## config.mk

```make
export PLATFORM = sky130hd
export DESIGN_NAME = dpb_mem_ctrl
export DESIGN_NICKNAME = d
export VERILOG_FILES = /design/src/rtl/dpb_mem_ctrl.sv
export SDC_FILE = /design/constraint.sdc
export NUM_CORES = 1
export LEC_CHECK = 0
export ABC_CLOCK_PERIOD_IN_PS = 2340
export CORE_UTILIZATION = 60
export CTS_CLUSTER_SIZE = 28
export DETAILED_ROUTE_END_ITERATION = 7
export DONT_BUFFER_PORTS = 1
export GPL_TIMING_DRIVEN = 0
export PLACE_DENSITY = 0.76
export SYNTH_ARGS = -nofsm -noshare
export SYNTH_HDL_FRONTEND = slang
export SYNTH_SLANG_ARGS = --single-unit
export TNS_END_PERCENT = 1
```

## constraint.sdc

```tcl
create_clock -name clk -period 2.34 [get_ports clk]
set_clock_uncertainty 0.1 [all_clocks]
set_input_delay 0.117 -clock clk [delete_from_list [all_inputs] [get_ports clk]]
set_output_delay 0.117 -clock clk [all_outputs]
set_load 0.02 [all_outputs]
```

## src/rtl/dpb_mem_ctrl.sv

```systemverilog
// Splits 32-bit core word accesses into two 16-bit dual-port block RAM accesses (low half, then high half).
// Latency: write response 3 cycles, read response 5 cycles after acceptance; misaligned reject 1 cycle (DPB_MEM_CTRL_ALIGN_CHK_EN).
// Backpressure: req_ready only in IDLE, one request outstanding; rsp_valid is a single-cycle pulse that cannot be stalled.
module dpb_mem_ctrl #(
    parameter logic [2:0] BLKSEL = 3'b000
) (
    input  logic        clk,
    input  logic        reset,
    input  logic        req_valid,
    output logic        req_ready,
    input  logic        req_we,
    input  logic [12:0] req_addr,
    input  logic [31:0] req_wdata,
    input  logic [1:0]  req_wstrb,
    output logic        rsp_valid,
    output logic [31:0] rsp_rdata,
    output logic        rsp_err,
    output logic        ram_reset,
    output logic        ram_ce,
    output logic        ram_oce,
    output logic        ram_wre,
    output logic [13:0] ram_ad,
    output logic [15:0] ram_din,
    input  logic [15:0] ram_dout,
    output logic [2:0]  ram_blksel
);

    typedef enum logic [2:0] {
        IDLE     = 3'd0,
        ISSUE_LO = 3'd1,
        ISSUE_HI = 3'd2,
        READ_LO  = 3'd3,
        READ_HI  = 3'd4
    } state_t;

    state_t      state;
    state_t      state_nxt;

    logic        accept;
    logic        misalign;

    logic        we_q;
    logic [10:0] word_q;
    logic [15:0] wdata_hi_q;
    logic        wstrb_hi_q;
    logic [15:0] low_q;

    logic        ce_d;
    logic        wre_d;
    logic        oce_d;
    logic [13:0] ad_d;
    logic [15:0] din_d;
    logic        rsp_vld_d;
    logic [31:0] rdata_d;
    logic        err_d;

    assign ram_reset  = reset;
    assign ram_blksel = BLKSEL;
    assign req_ready  = (state == IDLE) && !reset;
    assign accept     = req_valid && req_ready;

`ifdef DPB_MEM_CTRL_ALIGN_CHK_EN
    assign misalign = (req_addr[1:0] != 2'b00);
`else
    logic [2:0] unused_bits;
    assign misalign    = 1'b0;
    assign unused_bits = {req_addr[1:0], err_d};
`endif

    // State register
    always_ff @(posedge clk) begin
        if (reset) begin
            state <= IDLE;
        end else begin
            state <= state_nxt;
        end
    end

    // Next-state logic
    always_comb begin
        state_nxt = state;
        case (state)
            IDLE:     if (accept && !misalign) state_nxt = ISSUE_LO;
            ISSUE_LO: state_nxt = ISSUE_HI;
            ISSUE_HI: state_nxt = we_q ? IDLE : READ_LO;
            READ_LO:  state_nxt = READ_HI;
            READ_HI:  state_nxt = IDLE;
            default:  state_nxt = IDLE;
        endcase
    end

    // Outputs are computed one state ahead and registered, so the RAM pins are glitch-free
    // and ram_ad/ram_din naturally hold their last value while idle.
    always_comb begin
        ce_d      = 1'b0;
        wre_d     = 1'b0;
        oce_d     = 1'b0;
        ad_d      = ram_ad;
        din_d     = ram_din;
        rsp_vld_d = 1'b0;
        rdata_d   = rsp_rdata;
        err_d     = 1'b0;
        case (state)
            IDLE: begin
                if (accept) begin
                    if (misalign) begin
                        rsp_vld_d = 1'b1;
                        err_d     = 1'b1;
                        rdata_d   = 32'h0;
                    end else begin
                        ce_d  = 1'b1;
                        ad_d  = {req_addr[12:2], 1'b0, 2'b00};
                        din_d = req_wdata[15:0];
                        wre_d = req_we & req_wstrb[0];
                    end
                end
            end
            ISSUE_LO: begin
                ce_d  = 1'b1;
                ad_d  = {word_q, 1'b1, 2'b00};
                din_d = wdata_hi_q;
                wre_d = we_q & wstrb_hi_q;
                oce_d = !we_q;
            end
            ISSUE_HI: begin
                if (we_q) begin
                    rsp_vld_d = 1'b1;
                end else begin
                    oce_d = 1'b1;
                end
            end
            READ_HI: begin
                rsp_vld_d = 1'b1;
                rdata_d   = {ram_dout, low_q};
            end
            default: ;
        endcase
    end

    always_ff @(posedge clk) begin
        if (reset) begin
            ram_ce    <= 1'b0;
            ram_wre   <= 1'b0;
            ram_oce   <= 1'b0;
            ram_ad    <= 14'h0;
            ram_din   <= 16'h0;
            rsp_valid <= 1'b0;
            rsp_rdata <= 32'h0;
        end else begin
            ram_ce    <= ce_d;
            ram_wre   <= wre_d;
            ram_oce   <= oce_d;
            ram_ad    <= ad_d;
            ram_din   <= din_d;
            rsp_valid <= rsp_vld_d;
            rsp_rdata <= rdata_d;
        end
    end

`ifdef DPB_MEM_CTRL_ALIGN_CHK_EN
    always_ff @(posedge clk) begin
        if (reset) begin
            rsp_err <= 1'b0;
        end else begin
            rsp_err <= err_d;
        end
    end
`else
    assign rsp_err = 1'b0;
`endif

    // Request context; the low data/strobe half is consumed directly in the accept cycle.
    always_ff @(posedge clk) begin
        if (reset) begin
            we_q       <= 1'b0;
            word_q     <= 11'h0;
            wdata_hi_q <= 16'h0;
            wstrb_hi_q <= 1'b0;
            low_q      <= 16'h0;
        end else begin
            if (accept) begin
                we_q       <= req_we;
                word_q     <= req_addr[12:2];
                wdata_hi_q <= req_wdata[31:16];
                wstrb_hi_q <= req_wstrb[1];
            end
            if (state == READ_LO) begin
                low_q <= ram_dout;
            end
        end
    end

endmodule

```

==> impl_metrics.toml <==
[die]
die_width_um = 88.0
io_pins = 139
die_y_um = 88.0
num_rows = 30
core-area_um2 = 6980
start_util = 0.636
die_area_um2 = 7740

[worst_setup_path]
crit_fanout = 10
end_kind = "register"
startpoint_type = "register"
critPathArrivalTime_ps = 2180
required_ps = 2490
crit_type = "register to register"

[timing]
finalCritPeriodShare = 0.867
max_freq_mhz = 493
fin_setup_tns_ps = 0
finalCriticalPeriod_ps = 2030
hold_viol = 0
finalSetupViolCount = 0
slew_headroom = 0.623
fin_ws_ps = 310
tightest_slew_ps = 564
maxSlewViolCount = 0
rsz0062_at_grt = "false"
holdWs_ps = 43.0

[cells_and_area]
area_growth_pct = 21.8
nNetsFinal = 690
diodes = 0
final_area_um2 = 5400
drive_gt1_frac = 0.0557

[drt]
wl_per_cell_um = 17.3
first_iter_violations = 241
drtPass1Iterations = 7
drc_errors = 0
viasPerCell = 5.96
vias = 4317
totalWireLength_um = 12500
ant_nets = 0

[synth]
synth-seq-cells = 112
synth_edf_count = 0
yosys_most_used_dff = "dfxtp_1"
ys_warn_count = 0
ys_async_sr_fraction = 0
ys_types = 31
netlist_area_um2 = 4440
syn_area_per_cell_um2 = 8.14
syn_inst = 545
yosysSeqAreaShare = 0.505

[run_status]
outcome = "complete, no violations"

[hold_path]
hold_path.class = "primary input to register"

[power]
p_comb_frac = 0.128
p_switching_mw = 1.08
p_clk_frac = 0.316
swShare = 0.285
p_leak_nw = 1.82
p_seq_frac = 0.555
p_int_mw = 2.72
power_per_cell_area_nw_per_um2 = 703
peakVddDrop_uv = 449

[clock_tree]
cts_made_buffers = 9
ctsHoldBuffers = 62
htreeDepth = 3
path_clk_slew_ps = 110
clk_latency_ps = 370
postCtsSetupBuffers = 0
clock-sinks = 112
cts_tree = "yes"
post_cts_resized = 0
clock_path_buffers = 2
root_buffer = "clkbuf_8"

[grt]
grt_pass1_wl_um = 19400
antenna_found_initial = 0
grt_max_degree = 19
track_usage = 0.327
grt_pass1_vias = 4046
grt-ovfl-total = 0

[placed_design]
io_buffers = 0
gp_congestion = 0.821
dp_hpwl_um = 8090
place_ws_ps = 401
placedInstanceArea_um2 = 4580

[run]
maxCapViolCount = 0
-- critical path, cell delays in order, from the launching register on --
cell      delay, ps
dfxtp_1         430
clkbuf_1        450
nand3b_1        380
clkbuf_1        340
nand2_1         140
a21oi_1          70
-- power groups by stage --
stage | Combinational (mW) | Sequential, mW | Clock [mW]
after floorplan | 0.292 | 2.13 | 0
after global placement | 0.372 | 2.15 | 0
after detailed placement | 0.382 | 2.15 | 0
after CTS | 0.472 | 2.11 | 1.20
after global routing | 0.531 | 2.12 | 1.28
final | 0.487 | 2.11 | 1.20
-- Yosys cell counts (11+ instances only) --
cell / instances / area, µm²
a21oi_1: 80 / 400
a311oi_1: 16 / 140
a31oi_1: 22 / 138
buf_4: 11 / 82.6
clkbuf_1: 48 / 180
dfxtp_1: 112 / 2240
nand2_1: 96 / 360
nand3_1: 46 / 230
nor2_1: 18 / 67.6
o211ai_1: 11 / 82.6
o21a_1: 11 / 82.6
o21ai_0: 46 / 230
-- cell usage in the layout, fill, tap and decap left out --
cell type and count:
nand3b_1 1, xnor2_1 1, o211ai_1 11, clkinv_4 3, buf_1 1, mux2i_1 1
nand3_1 46, a21oi_1 80, clkbuf_1 49, nor2_1 18, o21ai_0 46, nor4_1 1
o21a_1 11, a2111oi_2 1, nor4b_1 1, dlygate4sd3_1 62, conb_1 6, nand2_1 96
nand4_2 1, clkbuf_8 10, a31oi_1 22, a2111oi_0 1, or3b_2 2, or4_1 1
bufinv_16 1, nor3_1 2, nor3b_1 3, buf_6 1, inv_2 1, inv_6 1
a311oi_1 16, and3b_1 2, buf_2 3, inv_1 3, dfxtp_1 112, buf_4 11
-- stage by stage --
step / utilization / power [mW] / instances
final: 0.774 / 3.80 / 724
after global routing: 0.774 / 3.93 / 724
after CTS: 0.774 / 3.78 / 724
after detailed placement: 0.656 / 2.53 / 646
after global placement: 0.656 / 2.52 / 646
after floorplan: - / 2.42 / 550
-- registers in the layout (all words and copies together) (netlist names) --
name        cells
low_q          16
ram_ad         12
ram_ce          1
ram_din        16
ram_oce         1
ram_wre         1
rsp_rdata      32
rsp_valid       1
state           3
wdata_hi_q     16
we_q            1
word_q         11
wstrb_hi_q      1
-- path summary, 6_finish.rpt --
check | start | endpoint | slack [ps] | cells past startpoint
max | state[1] | low_q[7] | 310 | 5
min | req_valid | ram_din[4] | 40 | 3
max reg2reg | state[1] | low_q[7] | 310 | 5
min reg2reg | low_q[8] | rsp_rdata[8] | 360 | 2
-- area by class of cell --
cell class | count | area, µm²
multi-input cells | 370 | 1910
plain buffers | 64 | 293
repair buffers | 62 | 621
clock inverters | 5 | 65.1
clock buffers | 11 | 141
inverters | 4 | 15.0
well taps | 96 | 120
fillers | 527 | 1580
flip-flops and latches | 112 | 2240
-- cells by family after synthesis --
family / share of synthesized area
AO/OA/AOI/OAI: 0.247
XOR/XNOR: 0.00197
buffers and inverters: 0.0694
flip-flops: 0.505
multiplexers: 0.00226
other: 0.000845
AND/OR/NAND/NOR: 0.173
-- per-layer routing --
metal / up-vias / routed length [µm] / track usage / share of wire
li1: 2062 / - / - / -
met1: 2011 / 5230 / 0.411 / 0.42
met2: 218 / 6000 / 0.548 / 0.48
met3: 26 / 1060 / 0.0650 / 0.084
met4: 0 / 261 / 0.134 / 0.021
met5: - / 0 / 0 / 0
Power figures use the tool's default switching activity.
